===== config.mk =====
export PLATFORM = sky130hd
export DESIGN_NAME = id_exe_reg
export DESIGN_NICKNAME = d
export VERILOG_FILES = /design/src/rtl/id_exe_reg.sv
export SDC_FILE = /design/constraint.sdc
export NUM_CORES = 1
export LEC_CHECK = 0
export CORE_ASPECT_RATIO = 1.75
export CORE_MARGIN = 3
export CORE_UTILIZATION = 44
export DETAILED_ROUTE_END_ITERATION = 7
export PLACE_DENSITY = 0.9
export SYNTH_ARGS = -nofsm -noshare
export SYNTH_HDL_FRONTEND = slang
export SYNTH_SLANG_ARGS = --single-unit

===== constraint.sdc =====
create_clock -name clk -period 1.4 [get_ports clk]
set_clock_uncertainty 0.2 [all_clocks]
set_input_delay 0.28 -clock clk [delete_from_list [all_inputs] [get_ports clk]]
set_output_delay 0.28 -clock clk [all_outputs]
set_load 0.01 [all_outputs]

===== src/rtl/id_exe_reg.sv =====
// ID/EXE pipeline register: captures decoded instruction fields at the
// decode/execute boundary.
// - flushIn loads a bubble: all outputs go to 0 and validOut goes to 0.
// - freezeIn holds the current contents.
// - flushIn takes priority over freezeIn when both are high.
// Optional stall counter: define ID_EXE_STALL_COUNT_EN to add stallCntOut.
module id_exe_reg (
    input  logic        clk,
    input  logic        rst,
    input  logic        flushIn,
    input  logic        freezeIn,
    input  logic        wbEnIn,
    input  logic        memREnIn,
    input  logic        memWEnIn,
    input  logic        bIn,
    input  logic        sIn,
    input  logic        immIn,
    input  logic [3:0]  exeCmdIn,
    input  logic [3:0]  srIn,
    input  logic [31:0] pcIn,
    input  logic [31:0] valRnIn,
    input  logic [31:0] valRmIn,
    input  logic [11:0] shiftOperandIn,
    input  logic [23:0] signedImm24In,
    input  logic [3:0]  destIn,
    input  logic [3:0]  src1In,
    input  logic [3:0]  src2In,
    output logic        wbEnOut,
    output logic        memREnOut,
    output logic        memWEnOut,
    output logic        bOut,
    output logic        sOut,
    output logic        immOut,
    output logic [3:0]  exeCmdOut,
    output logic [3:0]  srOut,
    output logic [31:0] pcOut,
    output logic [31:0] valRnOut,
    output logic [31:0] valRmOut,
    output logic [11:0] shiftOperandOut,
    output logic [23:0] signedImm24Out,
    output logic [3:0]  destOut,
    output logic [3:0]  src1Out,
    output logic [3:0]  src2Out,
`ifdef ID_EXE_STALL_COUNT_EN
    output logic [15:0] stallCntOut,
`endif
    output logic        validOut
);

    localparam int unsigned CNT_W = 16;

    // Pipeline register.
    // Every bubble (reset or flush) clears the control bits, and freeze only
    // re-holds existing contents. As a result, the control bits are already 0
    // whenever validOut is 0, so no output gating is needed.
    always_ff @(posedge clk or negedge rst) begin
        if (!rst) begin
            wbEnOut         <= 1'b0;
            memREnOut       <= 1'b0;
            memWEnOut       <= 1'b0;
            bOut            <= 1'b0;
            sOut            <= 1'b0;
            immOut          <= 1'b0;
            exeCmdOut       <= 4'h0;
            srOut           <= 4'h0;
            pcOut           <= 32'h0;
            valRnOut        <= 32'h0;
            valRmOut        <= 32'h0;
            shiftOperandOut <= 12'h0;
            signedImm24Out  <= 24'h0;
            destOut         <= 4'h0;
            src1Out         <= 4'h0;
            src2Out         <= 4'h0;
            validOut        <= 1'b0;
        end else if (flushIn) begin
            wbEnOut         <= 1'b0;
            memREnOut       <= 1'b0;
            memWEnOut       <= 1'b0;
            bOut            <= 1'b0;
            sOut            <= 1'b0;
            immOut          <= 1'b0;
            exeCmdOut       <= 4'h0;
            srOut           <= 4'h0;
            pcOut           <= 32'h0;
            valRnOut        <= 32'h0;
            valRmOut        <= 32'h0;
            shiftOperandOut <= 12'h0;
            signedImm24Out  <= 24'h0;
            destOut         <= 4'h0;
            src1Out         <= 4'h0;
            src2Out         <= 4'h0;
            validOut        <= 1'b0;
        end else if (!freezeIn) begin
            wbEnOut         <= wbEnIn;
            memREnOut       <= memREnIn;
            memWEnOut       <= memWEnIn;
            bOut            <= bIn;
            sOut            <= sIn;
            immOut          <= immIn;
            exeCmdOut       <= exeCmdIn;
            srOut           <= srIn;
            pcOut           <= pcIn;
            valRnOut        <= valRnIn;
            valRmOut        <= valRmIn;
            shiftOperandOut <= shiftOperandIn;
            signedImm24Out  <= signedImm24In;
            destOut         <= destIn;
            src1Out         <= src1In;
            src2Out         <= src2In;
            validOut        <= 1'b1;
        end
    end

`ifdef ID_EXE_STALL_COUNT_EN
    // Saturating count of stall edges; only reset clears it.
    always_ff @(posedge clk or negedge rst) begin
        if (!rst) begin
            stallCntOut <= '0;
        end else if (freezeIn && !flushIn && (stallCntOut != {CNT_W{1'b1}})) begin
            stallCntOut <= stallCntOut + CNT_W'(1);
        end
    end
`endif

endmodule


### After elaboration in Yosys (flattened, before gate mapping)

Cells that the tools add are included.

| word-level totals | value |
|---|---|
| word-level logic and storage cells | 52 |
| bits of input ports | 162 |
| output and inout bits | 159 |
| register bits after elaboration | 159 |

| operators by class | value |
|---|---|
| mux-type cells | 34 |
| eq/ne operators | 1 |

Operator list:

| cell | number |
|---|---|
| 32-bit 2-to-1 mux | 6 |
| 24-bit 2-to-1 mux | 2 |
| 4-bit 2-to-1 mux | 10 |
| 12-bit 2-to-1 mux | 2 |
| 1-bit 2-to-1 mux | 14 |
| 2-bit inequality test, second input constant | 1 |

### Logic depth before layout (Yosys ltp)

| logic depth | value |
|---|---|
| depth in word-level cells | 2 |
| mapped depth | 5 |
| depth with buffers taken out | 2 |

### Worst setup path before layout

Ideal clock, no wire load.

| timing | value |
|---|---|
| kind | input to register |
| from | in freezeIn |
| to | reg pcOut[0] |
| data arrival time | 944 ps |
| data required time | 1,068 ps |
| path buffers | 3 |
| cell stages on the path | 5 |
| setup slack | 124 ps |
| library setup time | 132 ps |
| cells stage by stage | buf_4 buf_8 buf_8 mux2i_1 nor2_1 |

| between the ends | value |
|---|---|
| word-level cells in the longest chain between the ends | 1 |

Ends and longest elaborated chain:

| item | RTL line | source |
|---|---|---|
| start: declaration | 11 | `input logic freezeIn,` |
| 2-bit inequality test (no source line) | -- |  |
| end signal: assignment | 102 | `pcOut <= pcIn;` |
| end: declaration | 36 | `output logic [31:0] pcOut,` |

No other way between the ends.
A chain may end at the register's enable or synchronous reset.

### Final worst setup path

| timing | value |
|---|---|
| from | reg srOut[1] |
| to | out srOut[1] |

RTL lines:

| item | RTL line | source |
|---|---|---|
| start: declaration | 35 | `output logic [3:0] srOut,` |
| start signal: assignment | 101 | `srOut <= srIn;` |

No word-level cell between the ends.

==> results.tsv <==
metric	value	unit
DR vias/cell	4.942	
post-synth net total	675	
Num CTS Buffers	17	
startpoint types	flip-flop	
post-route insts no fill	1124	
Area Growth Syn to Fin	66.57	%
CTS tree	built	
min cycle time layout	1430	ps
VDD IR max	0.8249	mV
ys flop type	dfrtp_1	
CP bufs+invs	1	
met3 routed WL	1.435	mm
EDFF count, synth	0	
total die area	16230	um2
# IOs	321	
routed via count	5555	
WP data required	920	ps
GPL Wtd Cong	0.8420	
Worst-Skew Late Latency	400	ps
GRT overflow	0	
top cell family by delay on the critical path	flip-flops	
Power per Cell Area	1069	nW/um2
Slowest cell on crit path	dfrtp_1	
max cap viols	0	
top-count cell post-synth	dfrtp_1	
routed len/inst	18.29	um
PortBufs	320	
Nets	1093	
top cell type's share of synthesized area	0.6159	
Syn Inst Count	513	
CP Cell Sequence	buf_6	
wl on met1	7.396	mm
RSZ-0062 raised after global routing	yes	
placed cells	1006	
failing checks	setup timing	
Seq/Total Area, Yosys	0.6159	
clock sink count	159	
final setup violating endpoints	109	
Synth Register Bits	159	
max-slew headroom at the worst pin	0.7519	
Remaining DRCs	0	
Post-synth ARST share	1.000	
WL final	20.55	mm
Netlist Area Pre-Place	6460	um2
worst hold slack	120.4	ps
core footprint	14370	um2
WL met2	11.06	mm
final worst path period share	1.021	
Max Freq	699.3	MHz
CP arrival	950	ps
Clk Tree Root Cell	clkbuf_16	
final slew viol count	0	
worst-path fanout max	2	
status	complete, but fails checks	
H-tree depth	4	
largest net degree at the start of global routing	65	
Die Y-Extent	166.3	um
first drt pass iteration count	4	
synth cell count leaders	159 x dfrtp_1, 158 x mux2i_1, 158 x nor2_1, 11 x buf_8, 11 x clkbuf_1	
layout cells sized above 1	0.3263	
Ys Warns	0	
site row count	58	
register clock-pin slew on the reported worst setup and hold paths	70	ps
Overall Global Routing Usage	0.2449	
Top Layer Used	met4	
min-delay worst type	input pin to flip-flop	
synth unique cells	11	
Least-Margin Pin Slew	372.1	ps
CP Capture Type	output pin	
Initial DRC Count	194	
final worst slack	-30.09	ps
vias in the first global route	5968	
diode count	0	
initial antenna violation count	0	
Yosys top cell by area	dfrtp_1	
Worst path max stage delay	410	ps
DRT antenna net count	0	
Pleak	5.763	nW
fin util	0.7489	
average size of a mapped cell	12.59	um2
final hold violations	0	
Die Wd	97.60	um
first-pass GRT wire length	31.68	mm
largest cells by area after synthesis	dfrtp_1 62%, mux2i_1 24%, nor2_1 9.2%	
Initial Util	0.4496	
WS Path Type	flip-flop to output pin	
Clock Path Buffers	2	
DP HPWL	14.17	mm
==> power by group <==
part	total (mW)	internal [mW]	switching [mW]	leakage [nW]
combinational	2.06	1.20	0.864	3.37
clock	4.43	2.39	2.04	0.279
sequential	5.01	4.85	0.159	2.11
total	11.5	8.44	3.07	5.76
==> cell type report <==
type                    count  area, um2
clock buffers              18      439.2
clock inverters            14      126.4
flip-flops and latches    159       3979
fillers                   903       3608
repair buffers            435       3807
multi-input cells         317       2180
inverters                   1      3.754
well taps                 180      225.2
==> metal layers <==
| metal | global-route usage | up-vias |
|---|---|---|
| met1 | 0.2779 | 2722 |
| met3 | 0.06936 | 41 |
| met4 | 0.1037 | 0 |
| li1 | - | 2534 |
| met2 | 0.4281 | 258 |
| met5 | 0 | - |
==> kinds of logic after synthesis <==
kind of cell / share of synthesized area
flops: 0.6159
simple gates: 0.09181
buf+inv: 0.04668
compound gates: 0.0007740
mux: 0.2448
==> sequential cells by signal, indices dropped and copies added, names as in the netlist <==
signal           count
pcOut               32
valRmOut            32
valRnOut            32
signedImm24Out      24
shiftOperandOut     12
destOut              4
exeCmdOut            4
srOut                4
src1Out              4
src2Out              4
bOut                 1
immOut               1
memREnOut            1
memWEnOut            1
sOut                 1
validOut             1
wbEnOut              1
==> metrics by stage <==
step	TNS (ps)	total power, mW	setup WS [ps]	instance area (um2)
after floorplan	0	5.791	124.3	6460
after global placement	0	7.003	11.99	9936
after detailed placement	-584.3	7.065	-55.74	9936
after CTS	-3359	11.39	-47.19	10180
after global routing	-7098	11.95	-67.83	10760
final	-1049	11.50	-30.09	10760
==> layout by cell type (no fill, tap or decap) <==
master / n
dfrtp_1: 159
mux2i_1: 158
nor2_1: 158
clkdlybuf4s50_1: 158
buf_4: 105
buf_2: 94
buf_6: 66
clkbuf_16: 17
buf_12: 10
inv_6: 5
clkinv_4: 3
clkinv_2: 2
inv_8: 2
clkbuf_8: 2
inv_1: 1
a21oi_1: 1
clkinvlp_4: 1
clkinv_8: 1
dlygate4sd3_1: 1
==> final timing paths <==
path                               from                 end  slack [ps]  cells after the start
setup reg to reg               srOut[3]            srOut[3]         170                      4
setup / recovery               srOut[1]            srOut[1]         -30                      1
min in group asynchronous           rst         valRmOut[0]         140                      2
hold / removal                  flushIn           pcOut[17]         120                      3
hold reg to reg            valRnOut[14]        valRnOut[14]         320                      2
max in group asynchronous           rst  shiftOperandOut[2]         360                      3
==> repair_timing <==
action                                  in CTS  in global routing
hold endpoints to repair                   159                  0
endpoints found under the setup margin     159                159
hold buffers                                 1                  0
cloned                                       0                  0
setup buffers                               34                 51
gates resized for setup                    674                 34
No activity file was read; power rests on OpenSTA's default activity.
==> RTL edit, RTL diff (same flow settings) <==
The option `ID_EXE_STALL_COUNT_EN` is turned on by a define.
--- a/src/rtl/id_exe_reg.sv
+++ b/src/rtl/id_exe_reg.sv
@@ -6,2 +6,4 @@
 // Optional stall counter: define ID_EXE_STALL_COUNT_EN to add stallCntOut.
+`define ID_EXE_STALL_COUNT_EN
+
 module id_exe_reg (
Function (old outputs only; new: stallCntOut): kept (Yosys induction, for registers that start in step).
==> RTL edit against the unedited design <==
- the flow still finishes with violations (negative setup slack)
- routed wire length increased by 24%
- maximum frequency shrank 23%
- cell area rose by 16%
- sequential power grew 14%
- sequential cell count rose by 16
- area after synthesis increased by 11%
- critical path depth grew 5
- total power up 15%
- synthesized cell count increased by 13%
- count of clock-buffer cells in the layout up 2
- register-to-register slack got worse by 0.62 ns
- worst setup slack worse by 0.42 ns
- largest cell class is now buffers
- largest power group unchanged
- highest routed layer unchanged
==> RTL edit: results (changes against the unedited design) <==
INFO  logic_synthesis synth_cell_type_count=33 [+22]
INFO  place          detailed_place_hpwl=16190um [+14%]
INFO  power_and_ir_drop power_switching_share=27.86% [+1.2 points]
INFO  sta            fin_worst_hold_slack=0.1484ns [+0.02794 ns]
INFO  outcome        violations=negative setup slack
INFO  place          placement.cell_area=11150um2 [+12%]
INFO  logic_synthesis synth_top_cells_by_area=sky130_fd_sc_hd__dfrtp_1 (61%), sky130_fd_sc_hd__mux2i_1 (22%), sky130_fd_sc_hd__nor2_1 (8.3%)
INFO  detailed_routing drt-vias-per-instance=5.080 [+2.8%]
INFO  worst_hold_path holdCritPathClass=in -> async
INFO  worst_setup_path cpPeakStageDelay=0.38ns [-0.03 ns]
INFO  sta            tns=-11.54ns [-10.49 ns]
INFO  die            die-area=17900um2 [+10%]
INFO  final_layout   nets=1243 [+14%]
INFO  logic_synthesis cell_types_with_the_highest_counts_after_synthesis=sky130_fd_sc_hd__dfrtp_1 (175), sky130_fd_sc_hd__nor2_1 (159), sky130_fd_sc_hd__mux2i_1 (158)
INFO  place          port_buffers=336 [+5.0%]
INFO  grt            grt_pass1_vias=6645 [+11%]
INFO  sta            setup_failing_eps_final=177 [+62%]
INFO  power_and_ir_drop peakVddDrop=0.7636mV [-7.4%]
INFO  detailed_routing drt_iter0_markers=252 [+30%]
INFO  worst_setup_path critical_path_peak_fanout=6 [+4]
INFO  sta            postLayoutSetupSlackWorst=-0.4484ns [-0.4183 ns]
INFO  outcome        status=complete, but fails checks
INFO  sta            slew-limit-headroom=43.68% [-32 points]
INFO  worst_setup_path cp_top_family=simple AND/OR/NAND/NOR gates
INFO  logic_synthesis synth_nets=745 [+10%]
INFO  final_layout   fillerInstances=898 [-0.55%]
==> RTL edit: metrics by stage <==
step                      util, %  total power (uW)  cells
after floorplan                 -              6733    582
after global placement      69.87              8381   1121
after detailed placement    69.87              8479   1121
after CTS                   74.61             13010   1222
after global routing        78.46             13760   1282
final                       78.46             13260   1282
==> RTL edit: layer usage <==
metal / GRT usage, % / part of all wire [%]
met1: 29.49 / 36
met2: 46.39 / 54
met3: 5.194 / 5.3
met5: 0 / 0
met4: 12.04 / 5.2
==> RTL edit: cell families (layout without fill, tap and decap cells) <==
kind of cell	Yosys count	after routing	share of synthesized area, %
XOR/XNOR	13	13	1.591
AND/OR/NAND/NOR	191	191	11.73
adder cells (fa/ha/maj)	1	1	0.1748
buffers and inverters	38	549	2.499
multiplexers	160	160	22.46
flip-flops	175	175	61.18
AO/OA/AOI/OAI	4	4	0.3670
==> RTL edit: layout make-up <==
| class | instances | area share (%) |
|---|---|---|
| multi-input cells | 369 | 21.70 |
| clock inverters | 12 | 0.8298 |
| flip-flops and latches | 175 | 35.12 |
| repair buffers | 516 | 36.94 |
| well taps | 189 | 1.889 |
| clock buffers | 20 | 3.489 |
| inverters | 1 | 0.02999 |
==> RTL edit: final timing paths <==
check,from,endpoint,depth (start not counted)
min in group clk,flushIn,stallCntOut[9],4
max in group asynchronous,rst,stallCntOut[5],3
setup reg to reg,stallCntOut[10],stallCntOut[1],6
hold reg to reg,valRmOut[5],valRmOut[5],2
setup / recovery,stallCntOut[10],stallCntOut[1],6
hold / removal,rst,pcOut[4],2
==> RTL edit: repair_timing <==
item | CTS | global route
hold buffers | 2 | 0
gates resized for setup | 817 | 38
buffers inserted | 67 | 66
endpoints found under the setup margin | 191 | 251
hold endpoints to repair | 176 | 0
cloned | 0 | 1
pin swaps | 10 | 6
==> RTL edit: power by group through the flow <==
stage | logic (uW) | clock network [uW] | registers [uW]
2_1_floorplan | 767 | 0 | 5970
3_3_place_gp | 2650 | 0 | 5730
3_5_place_dp | 2730 | 0 | 5750
4_1_cts | 2860 | 4480 | 5680
5_1_grt | 3340 | 4680 | 5740
6_report | 3140 | 4420 | 5700
==> RTL edit: worst reg2reg max path, cell delays in order, from the launching register on <==
cell	delay, ns
sky130_fd_sc_hd__dfrtp_1	0.38
sky130_fd_sc_hd__buf_6	0.12
sky130_fd_sc_hd__nand4_1	0.21
sky130_fd_sc_hd__nor4_4	0.30
sky130_fd_sc_hd__buf_6	0.18
sky130_fd_sc_hd__nor2_4	0.05
sky130_fd_sc_hd__mux2_4	0.29
